[src/rtl/mc8051_mem_seq_pkg.sv]
// Shared encodings for the mc8051 memory access sequencer: bus spaces,
// sequencer states, phase tags and the latched request record.
package mc8051_mem_seq_pkg;

  localparam logic [1:0] MEM_SP_CODE = 2'b00;
  localparam logic [1:0] MEM_SP_IRAM = 2'b01;
  localparam logic [1:0] MEM_SP_SFR  = 2'b10;
  localparam logic [1:0] MEM_SP_XRAM = 2'b11;

  typedef enum logic {
    MSEQ_IDLE   = 1'b0,
    MSEQ_ACCESS = 1'b1
  } mseq_state_e;

  typedef enum logic [1:0] {
    MSEQ_PH_S1 = 2'd0,
    MSEQ_PH_S2 = 2'd1,
    MSEQ_PH_S3 = 2'd2,
    MSEQ_PH_S5 = 2'd3
  } mseq_phase_e;

  typedef struct packed {
    logic [15:0] addr;
    logic [1:0]  space;
    logic [7:0]  wdata;
    mseq_phase_e phase;
  } mseq_req_t;

  // Number of phase requests raised in the same cycle.
  function automatic logic [2:0] req_count(input logic [3:0] reqs);
    return 3'(reqs[0]) + 3'(reqs[1]) + 3'(reqs[2]) + 3'(reqs[3]);
  endfunction

endpackage

[src/rtl/mc8051_mem_seq_bus_timer.sv]
// Saturating 16-bit bus watchdog: cleared while idle, counts ready-low cycles,
// and expires once TIMEOUT_CYC of them have elapsed (never when TIMEOUT_CYC is 0).
module mc8051_bus_timer #(
  parameter int unsigned TIMEOUT_CYC = 16
) (
  input  logic i_clk,
  input  logic i_rst_n,
  input  logic i_clr,
  input  logic i_en,
  output logic o_expire
);

  localparam logic [15:0] LIMIT = 16'(TIMEOUT_CYC);

  logic [15:0] cnt_q, cnt_d;

  always_comb begin
    cnt_d = cnt_q;
    if (i_clr) begin
      cnt_d = '0;
    end else if (i_en && (cnt_q != 16'hFFFF)) begin
      cnt_d = cnt_q + 16'd1;
    end
  end

  always_ff @(posedge i_clk or negedge i_rst_n) begin
    if (!i_rst_n) begin
      cnt_q <= '0;
    end else begin
      cnt_q <= cnt_d;
    end
  end

  assign o_expire = (TIMEOUT_CYC != 0) && (cnt_q >= LIMIT);

endmodule

[src/rtl/mc8051_mem_seq.sv]
// mc8051 memory access sequencer: latches one phase-tagged request, runs a
// ready-handshaked bus transaction, and returns read data to the phase buffers.
module mc8051_mem_seq
  import mc8051_mem_seq_pkg::*;
#(
  parameter int unsigned TIMEOUT_CYC = 16
) (
  input  logic        i_clk,
  input  logic        i_rst_n,
  input  logic        i_s1_req,
  input  logic        i_s2_req,
  input  logic        i_s3_req,
  input  logic        i_s5_req,
  input  logic [15:0] i_s1_mem_addr,
  input  logic [15:0] i_s2_mem_addr_d,
  input  logic [15:0] i_s3_mem_addr_d,
  input  logic [15:0] i_s5_mem_addr_d,
  input  logic [7:0]  i_mem_wdata,
  input  logic [1:0]  i_mem_space,
  output logic [15:0] o_mem_addr,
  output logic [1:0]  o_mem_space,
  output logic [7:0]  o_mem_wdata,
  output logic        o_mem_rd,
  output logic        o_mem_wr,
  input  logic [7:0]  i_mem_rdata,
  input  logic        i_mem_ready,
  output logic [7:0]  o_s1_instr_buffer,
  output logic [7:0]  o_s2_data_buffer,
  output logic [7:0]  o_s3_data_buffer,
  output logic        o_stall,
  output logic        o_done,
  output logic        o_bus_err,
  output logic        o_proto_err
);

  mseq_state_e state_q, state_d;
  mseq_req_t   cur_q, cur_d;
  mseq_req_t   sel_req;
  logic        rd_q, rd_d;
  logic        wr_q, wr_d;
  logic        done_q, done_d;
  logic        bus_err_q, bus_err_d;
  logic        proto_err_q, proto_err_d;
  logic [7:0]  s1_buf_q, s1_buf_d;
  logic [7:0]  s2_buf_q, s2_buf_d;
  logic [7:0]  s3_buf_q, s3_buf_d;
  logic [7:0]  ret_data;
  logic [3:0]  reqs;
  logic        timer_clr, timer_en, timer_expire;

  assign reqs = {i_s5_req, i_s3_req, i_s2_req, i_s1_req};

  // Priority select: later assignments win, so S1 overrides everything.
  always_comb begin
    sel_req.space = i_mem_space;
    sel_req.wdata = i_mem_wdata;
    sel_req.addr  = i_s5_mem_addr_d;
    sel_req.phase = MSEQ_PH_S5;
    if (i_s3_req) begin
      sel_req.addr  = i_s3_mem_addr_d;
      sel_req.phase = MSEQ_PH_S3;
    end
    if (i_s2_req) begin
      sel_req.addr  = i_s2_mem_addr_d;
      sel_req.phase = MSEQ_PH_S2;
    end
    if (i_s1_req) begin
      sel_req.addr  = i_s1_mem_addr;
      sel_req.phase = MSEQ_PH_S1;
    end
  end

  always_comb begin
    state_d     = state_q;
    cur_d       = cur_q;
    rd_d        = rd_q;
    wr_d        = wr_q;
    done_d      = 1'b0;
    bus_err_d   = bus_err_q;
    proto_err_d = proto_err_q;
    s1_buf_d    = s1_buf_q;
    s2_buf_d    = s2_buf_q;
    s3_buf_d    = s3_buf_q;
    timer_clr   = 1'b0;
    timer_en    = 1'b0;
    ret_data    = i_mem_ready ? i_mem_rdata : 8'hFF;

    case (state_q)
      MSEQ_IDLE: begin
        timer_clr = 1'b1;
        if (|reqs) begin
          cur_d   = sel_req;
          rd_d    = (sel_req.phase != MSEQ_PH_S5);
          wr_d    = (sel_req.phase == MSEQ_PH_S5);
          state_d = MSEQ_ACCESS;
          if (req_count(reqs) > 3'd1) begin
            proto_err_d = 1'b1;
          end
        end
      end

      MSEQ_ACCESS: begin
        timer_en = !i_mem_ready;
        if (|reqs) begin
          proto_err_d = 1'b1;
        end
        // A timed-out write simply completes; nothing lands anywhere.
        if (i_mem_ready || timer_expire) begin
          if (!i_mem_ready) begin
            bus_err_d = 1'b1;
          end
          case (cur_q.phase)
            MSEQ_PH_S1: s1_buf_d = ret_data;
            MSEQ_PH_S2: s2_buf_d = ret_data;
            MSEQ_PH_S3: s3_buf_d = ret_data;
            default:    ;
          endcase
          rd_d    = 1'b0;
          wr_d    = 1'b0;
          done_d  = 1'b1;
          state_d = MSEQ_IDLE;
        end
      end

      default: state_d = MSEQ_IDLE;
    endcase
  end

  always_ff @(posedge i_clk or negedge i_rst_n) begin
    if (!i_rst_n) begin
      state_q     <= MSEQ_IDLE;
      cur_q       <= '{addr: 16'h0000, space: MEM_SP_CODE, wdata: 8'h00, phase: MSEQ_PH_S1};
      rd_q        <= 1'b0;
      wr_q        <= 1'b0;
      done_q      <= 1'b0;
      bus_err_q   <= 1'b0;
      proto_err_q <= 1'b0;
      s1_buf_q    <= 8'h00;
      s2_buf_q    <= 8'h00;
      s3_buf_q    <= 8'h00;
    end else begin
      state_q     <= state_d;
      cur_q       <= cur_d;
      rd_q        <= rd_d;
      wr_q        <= wr_d;
      done_q      <= done_d;
      bus_err_q   <= bus_err_d;
      proto_err_q <= proto_err_d;
      s1_buf_q    <= s1_buf_d;
      s2_buf_q    <= s2_buf_d;
      s3_buf_q    <= s3_buf_d;
    end
  end

  mc8051_bus_timer #(
    .TIMEOUT_CYC(TIMEOUT_CYC)
  ) u_bus_timer (
    .i_clk    (i_clk),
    .i_rst_n  (i_rst_n),
    .i_clr    (timer_clr),
    .i_en     (timer_en),
    .o_expire (timer_expire)
  );

  assign o_mem_addr        = cur_q.addr;
  assign o_mem_space       = cur_q.space;
  assign o_mem_wdata       = cur_q.wdata;
  assign o_mem_rd          = rd_q;
  assign o_mem_wr          = wr_q;
  assign o_stall           = (state_q == MSEQ_ACCESS);
  assign o_done            = done_q;
  assign o_bus_err         = bus_err_q;
  assign o_proto_err       = proto_err_q;
  assign o_s1_instr_buffer = s1_buf_q;
  assign o_s2_data_buffer  = s2_buf_q;
  assign o_s3_data_buffer  = s3_buf_q;

endmodule
[config.mk]
export PLATFORM = sky130hd
export DESIGN_NAME = mc8051_mem_seq
export DESIGN_NICKNAME = d
export VERILOG_FILES = /design/src/rtl/mc8051_mem_seq_pkg.sv /design/src/rtl/mc8051_mem_seq_bus_timer.sv /design/src/rtl/mc8051_mem_seq.sv
export SDC_FILE = /design/constraint.sdc
export NUM_CORES = 1
export LEC_CHECK = 0
export BUFFER_PORTS_ARGS = -buffer_cell sky130_fd_sc_hd__buf_2
export CELL_PAD_IN_SITES_DETAIL_PLACEMENT = 0
export CELL_PAD_IN_SITES_GLOBAL_PLACEMENT = 1
export CORE_MARGIN = 1
export CORE_UTILIZATION = 37
export CTS_CLUSTER_DIAMETER = 150
export CTS_CLUSTER_SIZE = 12
export DETAILED_ROUTE_END_ITERATION = 6
export PLACE_DENSITY = 0.85
export SKIP_LAST_GASP = 1
export SLEW_MARGIN = 20
export SYNTH_ARGS = -nofsm -noshare
export SYNTH_HDL_FRONTEND = slang
export SYNTH_SLANG_ARGS = --single-unit
[constraint.sdc]
create_clock -name i_clk -period 1.8 [get_ports i_clk]
set_input_delay 0.27 -clock i_clk [delete_from_list [all_inputs] [get_ports i_clk]]
set_output_delay 0.27 -clock i_clk [all_outputs]
set_load 0.02 [all_outputs]
After elaboration in Yosys (flattened, before gate mapping)
Cells that the tools add are included.
- bits in registers: 74
- latch bits: 0
- memory bits (writable): 0
- bits in read-only memories: 0
- bits of input ports: 89
- output and inout port bits: 56
- logic and storage cells: 68
- memories kept: 0
- $add $sub $neg: 4
- $mul: 0
- div/mod/pow operators: 0
- order comparisons: 2
- eq/ne operators: 10
- shift operators: 0
- multiplexer cells: 24
- bitwise operators: 2
- reductions and logical operators: 12
- operators by type and width (kind ; number):
    $mux 16 ; 5
    $add 16x1->16 const B ; 1
    $ge 16x5->1 const B ; 1
    $ne 16x16->1 const B ; 1
    $reduce_and 3->1 ; 5
    $mux 1 ; 12
    $mux 8 ; 1
    $pmux 1 s2 ; 4
    $ne 2x1->1 const B ; 3
    $ne 2x2->1 const B ; 3
    $eq 2x2->1 const B ; 2
    $mux 2 ; 2
    $reduce_and 2->1 ; 2
    $reduce_or 4->1 ; 1
    $add 2x1->3 ; 1
    $add 3x1->3 ; 1
    $gt 3x1->1 const B ; 1
    $add 1x1->2 ; 1
    $eq 2x1->1 const B ; 1
    $logic_not 2->1 ; 1
    $not 1->1 ; 2
    $logic_and 1x1->1 ; 1
    $logic_not 1->1 ; 1
    $logic_or 1x1->1 ; 1

Longest topological paths before layout
Gate-level depths: netlist (run 1).
- depth in word-level cells: 7
- depth in mapped cells: 8

Hierarchy
From an unflattened synthesis (run 1), not the netlist that was laid out.
- cell total of the unflattened synthesis: 369
- area total of the unflattened synthesis: 4003.8 sq um
- modules (own cells, without submodules) (module ; instances ; cells each ; area an instance (sq um) ; sequential area each (sq um)):
    mc8051_mem_seq ; 1 ; 267 ; 3065.4 ; 1451.4
    mc8051_bus_timer ; 1 ; 102 ; 938.4 ; 400.4

Least setup slack after synthesis (run 1)
OpenSTA, ideal clock, no wires.
- path kind: input-to-reg
- start point: input i_s1_req
- end point: register cur_q (netlist bit o_mem_space[0])
- arrival: 2017 ps
- data required time: 1672 ps
- path slack: -345 ps
- stages on the path: 7
- cell sequence: inv_2 > buf_1 > ha_1 > nor3b_2 > nor2_4 > buf_2 > mux2_1
- word-level cells in the longest chain between the ends: 2
- ends and longest elaborated chain (what ; RTL line ; RTL):
    start: declaration ; mc8051_mem_seq.sv:10 ; input logic i_s1_req,
    $reduce_or 4->1 ; mc8051_mem_seq.sv:91 ; if (|reqs) begin
    $reduce_and 2->1 (no line) ; n/a ;
    end signal: assignment ; mc8051_mem_seq.sv:132 ; cur_q <= '{addr: 16'h0000, space: MEM_SP_CODE, wdata: 8'h00, phase: MSEQ_PH_S1};
    end signal: assignment ; mc8051_mem_seq.sv:143 ; cur_q <= cur_d;
    end: declaration ; mc8051_mem_seq.sv:37 ; mseq_req_t cur_q, cur_d;
No other way between the ends.
A chain may end at the register's enable or synchronous reset.

Final worst setup path (run 1)
- start point: register u_bus_timer.cnt_q[4]
- end point: register u_bus_timer.cnt_q[9]
- word-level cells in the longest chain between the ends: 3
- elaborated cells between the ends (all ways): 6
- those cells by class: 1 x add/sub; 2 x eq/ne; 2 x mux; 1 x reduce/logical
- ends and longest elaborated chain (what ; RTL line ; RTL):
    start: declaration ; mc8051_mem_seq_bus_timer.sv:15 ; logic [15:0] cnt_q, cnt_d;
    start signal: assignment ; mc8051_mem_seq_bus_timer.sv:30 ; cnt_q <= cnt_d;
    $add 16x1->16 or $ne 16x16->1 (tied branches) ; mc8051_mem_seq_bus_timer.sv:22, mc8051_mem_seq_bus_timer.sv:21 ;
    $mux 16 or $logic_and 1x1->1 (tied branches) ; mc8051_mem_seq_bus_timer.sv:21 ; end else if (i_en && (cnt_q != 16'hFFFF)) begin
    $mux 16 or $ne 2x1->1 (tied branches) ; n/a ;
Parallel ways exist; a longest one is shown, timed or not. The select of a mux whose other input is x is not followed.

==> metrics.yaml, run 1 <==
outcome:
  status: "finished clean"
sta:
  holdWs_ns: 0.149
  fin_crit_sh: 0.994
  setup_violations: 0
  final_hold_viol_count: 0
  rsz0062_at_grt: "true"
  fmax_ghz: 0.559
  clock_skew_ns: 0.00663
  tightest_slew_ns: 0.554
  drv_slew: 0
  min_period_ns: 1.79
  relSlewSlack: 0.628
  fin_setup_tns_ns: 0
die:
  num_io_pins: 145
  die_height_um: 104
  initial_core_util: 0.387
  rows: 36
  dieWidth_um: 104
  die-area_um2: 10800
  core-area_um2: 9950
worst_setup_path:
  crit_type: "reg2reg"
  cp-endpoint: "u_bus_timer.cnt_q[9]$_DFFE_PN0P_"
  cp_max_fo: 8
  crit_start: "u_bus_timer.cnt_q[4]$_DFFE_PN0P_"
  reg2reg_depth: 4
  worst_setup_path_start_kind: "flip-flop"
  crit_cells: 4
  reg2reg_slack_ns: 0.01
  critPathBufInv: 0
  worst_path_dominant_cell_family: "simple AND/OR/NAND/NOR gates"
  cp_data_required_time_ns: 2.06
  crit_chain: "and4_1 > nand4_4 > or4_1 > a21oi_1"
  slowest_delay_ns: 0.50
  r2r_start: "u_bus_timer.cnt_q[4]$_DFFE_PN0P_"
  timing.rr.end: "u_bus_timer.cnt_q[9]$_DFFE_PN0P_"
  cp_slowest_cell: "or4_1"
  worstSetupEndpointType: "flip-flop"
  crit_arrival_ns: 2.05
final_layout:
  nNetsFinal: 584
  multiInputGateArea_um2: 1730
  areaGrowthSynthToFinish_pct: 25.4
  final_common_cell: "buf_2"
  area.sequential_um2: 1850
  diodes: 0
  drive_above_1_share: 0.372
  fillers: 951
  layout_common_cells: "buf_2 (143), dfrtp_1 (74), mux2i_1 (37)"
min_path:
  hold_class: "in2reg"
  min_path_cells: 2
global_route:
  grt_max_degree: 41
  grt_pass1_wl_mm: 15.6
  overflow: 0
  antenna_found_initial: 0
  grt_usage: 0.178
  grt_pass1_vias: 3207
detailed_routing:
  wire_per_inst_um: 14.8
  route.detailed.drc: 0
  wl_mm: 9.31
  postRouteAntennaNets: 0
  vias: 3182
  drt-initial-drc-count: 155
  dr.pass1.iters: 4
  viasPerCell: 5.07
logic_synthesis:
  async_flop_share: 1.00
  synth_cell_types: 48
  mappedNetlistNets: 458
  syn_area_um2: 3850
  syn_inst: 365
  avgSynthCellArea_um2: 10.6
  synth_edf_count: 0
  synth_warnings: 0
  synth_flop_cell: "dfrtp_1"
  ys_ff_latch: 74
  ys_seq_area_frac: 0.481
clocking:
  h-tree-depth: 3
  cts.path.max_buffers: 2
  cts_tree: "yes"
  cts_num_sinks: 74
  root_buffer: "clkbuf_8"
  cts_inserted_buffers: 9
  clk_latency_ns: 0.33
  clkTransAtPathRegs_ns: 0.08
run:
  cap_violations: 0
power:
  p_leak_nw: 2.26
  powerDensity_nw_per_um2: 1410
  ir_drop_v: 0.000996
place:
  dpl.hpwl_mm: 7.00
  io_buffers: 144
  gp_congestion: 0.825
synthesized netlist by cell type (7+ instances only):
master    instances  area [µm²]
mux2_1           11         124
o22a_1           25         219
nand2_1          32         120
o21ai_0          23         115
nand3_1           7        35.0
mux2i_1          37         370
a21oi_1          29         145
nor2_1           21        78.8
buf_4            27         203
dfrtp_1          74        1850
clkbuf_1          7        26.3
per-layer routing:
| metal | global-route usage | vias to the layer above | wire (µm) |
|---|---|---|---|
| met1 | 0.229 | 1547 | 4230 |
| met5 | 0 | - | 0 |
| met2 | 0.306 | 77 | 4680 |
| li1 | - | 1550 | - |
| met4 | 0.0633 | 0 | 89 |
| met3 | 0.0238 | 8 | 309 |
cells by family after synthesis:
group | count (synthesis) | share of synthesized area
AND/OR/NAND/NOR | 100 | 0.148
AO/OA/AOI/OAI | 89 | 0.148
flip-flops | 74 | 0.481
buffers and inverters | 50 | 0.0805
multiplexers | 48 | 0.128
adder cells (fa/ha/maj) | 4 | 0.0149
metrics by stage:
stage,utilization,std cells,worst slack (ns),cell area (µm²),power [mW]
2_1_floorplan,-,365,0.00311,3860,4.86
3_3_place_gp,0.461,611,0.0592,4590,5.50
3_5_place_dp,0.461,611,0.0455,4590,5.58
4_1_cts,0.481,627,0.0376,4790,6.90
5_1_grt,0.485,628,-0.0350,4830,7.27
6_report,0.485,628,0.0110,4830,6.82
final cells by class:
class,count,share of cell area
clock buffers,10,0.0285
clock inverters,5,0.0114
inverters,8,0.00621
multi-input cells,241,0.358
flip-flops and latches,74,0.383
well taps,133,0.0344
repair buffers,157,0.178
repair_timing:
action	CTS	global route
hold buffers	1	0
endpoints found under the hold margin	34	0
gates resized for setup	0	5
setup endpoints to repair	0	20
setup buffers	0	1
state kept, by name, indices dropped and copies added, names as in the netlist:
register and count:
o_mem_addr 16, u_bus_timer.cnt_q 16, o_mem_wdata 8, o_s1_instr_buffer 8, o_s2_data_buffer 8, o_s3_data_buffer 8
cur_q 2, o_mem_space 2, o_bus_err 1, o_done 1, o_mem_rd 1, o_mem_wr 1
o_proto_err 1, o_stall 1
worst min path at each step:
stage                            endpoint            from  slack (ns)
2_1_floorplan        cur_q[0]$_DFFE_PN0P_         i_rst_n       -0.03
3_3_place_gp   o_mem_wdata[6]$_DFFE_PN0P_         i_rst_n        0.24
3_5_place_dp   o_mem_wdata[6]$_DFFE_PN0P_         i_rst_n        0.24
4_1_cts        o_mem_wdata[7]$_DFFE_PN0P_  i_mem_wdata[7]        0.13
5_1_grt        o_mem_wdata[1]$_DFFE_PN0P_  i_mem_wdata[1]        0.14
6_report       o_mem_wdata[7]$_DFFE_PN0P_  i_mem_wdata[7]        0.15
where the power goes:
group	switching, mW	internal, mW
Clock	0.618	0.666
Combinational	1.76	1.12
Sequential	0.369	2.29
Total	2.74	4.08
Power figures use the tool's default switching activity.
==> run 2, diff against run 1 <==
Settings changed: CORE_UTILIZATION 37 to 33, PLACE_DENSITY 0.85 to 0.8.
Clock period 1.8 ns to 1.5 ns, I/O delays scaled along.
==> run 2 against run 1 <==
Against the previous run:
- the flow now finishes with violations (negative setup slack)
- die area increased by 12%
- clock power increased by 52%
- maximum frequency increased by 8.4%
- final cell count increased by 7.8%
- final area increased by 11%
- worst setup slack got worse by 0.16 ns
- sequential cell count unchanged
- worst hold slack got worse by 0.041 ns
- sequential power increased by 21%
- non-clock buffer count increased by 38
==> metrics.yaml, run 2 (same netlist as run 1, synthesis figures left out) <==
outcome:
  status: "complete, but fails checks"
  violations: "negative setup slack"
clocking:
  clkTransAtPathRegs_ns: 0.06
  cts_num_sinks: 74
  cts.path.max_buffers: 2
  root_buffer: "clkbuf_16"
  h-tree-depth: 3
  clk_latency_ns: 0.33
  cts_tree: "yes"
  cts_inserted_buffers: 9
die:
  die_height_um: 110
  die-area_um2: 12100
  initial_core_util: 0.337
  dieWidth_um: 110
  core-area_um2: 11400
  rows: 39
  num_io_pins: 145
worst_setup_path:
  cp_data_required_time_ns: 1.72
  crit_chain: "nor4_4 > and4b_4 > and3b_2 > o22a_1"
  slowest_delay_ns: 0.44
  crit_type: "reg2reg"
  worstSetupEndpointType: "flip-flop"
  worst_setup_path_start_kind: "flip-flop"
  cp_max_fo: 8
  cp_slowest_cell: "dfrtp_2"
  crit_arrival_ns: 1.87
place:
  dp_cells: 654
  dpl.hpwl_mm: 7.32
  io_buffers: 144
  gp_congestion: 0.819
  dpl-instance-area_um2: 4890
detailed_routing:
  drt-initial-drc-count: 110
  vias: 3314
  wire_per_inst_um: 14.8
  wl_mm: 10.0
  dr.pass1.iters: 4
  viasPerCell: 4.90
  postRouteAntennaNets: 0
  route.detailed.drc: 0
sta:
  clock_skew_ns: 0.00774
  fin_setup_tns_ns: -2.73
  final_hold_viol_count: 0
  setup_violations: 32
  relSlewSlack: 0.611
  fin_ws_ns: -0.150
  rsz0062_at_grt: "true"
  drv_slew: 0
  holdWs_ns: 0.108
  fin_crit_sh: 1.10
  min_period_ns: 1.65
  tightest_slew_ns: 0.581
  fmax_ghz: 0.606
final_layout:
  fin_area_um2: 5370
  stdcell_count: 677
  layout_common_cells: "buf_2 (143), dfrtp_1 (65), buf_4 (45)"
  final_common_cell: "buf_2"
  final_util: 0.470
  diodes: 0
  drive_above_1_share: 0.478
  areaGrowthSynthToFinish_pct: 39.4
  nNetsFinal: 623
global_route:
  grt_max_degree: 75
  overflow: 0
  grt_pass1_wl_mm: 15.8
  grt_usage: 0.173
  grt_pass1_vias: 3266
  antenna_found_initial: 0
min_path:
  hold_class: "in2reg"
power:
  powerDensity_nw_per_um2: 1640
  ir_drop_v: 0.00109
  p_leak_nw: 2.55
run:
  cap_violations: 0
[run 2: changes by cell type in the layout (fill, tap and decap cells not counted), moves of 9 or more]
cell       previous run  this run
clkbuf_8             10         0
buf_4                10        45
clkbuf_16             0         9
dfrtp_1              74        65
dfrtp_2               0         9
[run 2: critical path: cells and delay by family (launching register included)]
kind	cells	cell delay (ns)
compound gates	1	0.19
simple gates	3	0.90
flops	1	0.44
[run 2: final cells by class]
cell class	instances	area, µm²
Clock inverter	6	42.5
Inverter	8	42.5
Timing Repair Buffer	195	1160
Multi-Input combinational cell	242	1860
Fill cell	1105	6050
Clock buffer	9	225
Tap cell	143	179
Sequential cell	74	1860
[run 2: what timing repair did]
item | CTS | global route
gates cloned | 1 | 0
buffers inserted | 1 | 6
pin swaps | 5 | 7
endpoints found under the setup margin | 43 | 39
hold buffers | 1 | 0
endpoints found under the hold margin | 74 | 0
gates resized for setup | 11 | 28
[run 2: final timing paths]
path / from / end / slack (ns) / depth (start not counted)
setup / recovery: u_bus_timer.cnt_q[15]$_DFFE_PN0P_ / o_s2_data_buffer[3]$_DFFE_PN0P_ / -0.15 / 4
hold / removal: i_mem_space[0] / o_mem_space[0]$_DFFE_PN0P_ / 0.11 / 2
setup reg to reg: u_bus_timer.cnt_q[15]$_DFFE_PN0P_ / o_s2_data_buffer[3]$_DFFE_PN0P_ / -0.15 / 4
hold reg to reg: o_bus_err$_DFFE_PN0P_ / o_bus_err$_DFFE_PN0P_ / 0.47 / 1
max in group asynchronous: i_rst_n / o_stall$_DFF_PN0_ / 0.72 / 3
min in group asynchronous: i_rst_n / o_mem_addr[6]$_DFFE_PN0P_ / 0.42 / 3
[run 2: report_power, final]
group	internal, mW	switching, mW
combinational	1.47	2.18
clock	1.11	0.841
sequential	2.75	0.474
total	5.34	3.49
[run 2: metal layers]
layer  vias to the layer above  track usage  routed length (µm)
met3                         8       0.0494                 641
met2                       125        0.296                5020
met4                         0       0.0429                  94
met1                      1554        0.214                4260
met5                         -            0                   0
li1                       1627            -                   -
[run 2: metrics by stage]
step | worst slack [ns] | power, mW
global placement | -0.297 | 6.76
global route | -0.223 | 9.41
detailed placement | -0.370 | 6.87
finish | -0.150 | 8.83
CTS | -0.162 | 8.88
floorplan | -0.0943 | 5.92
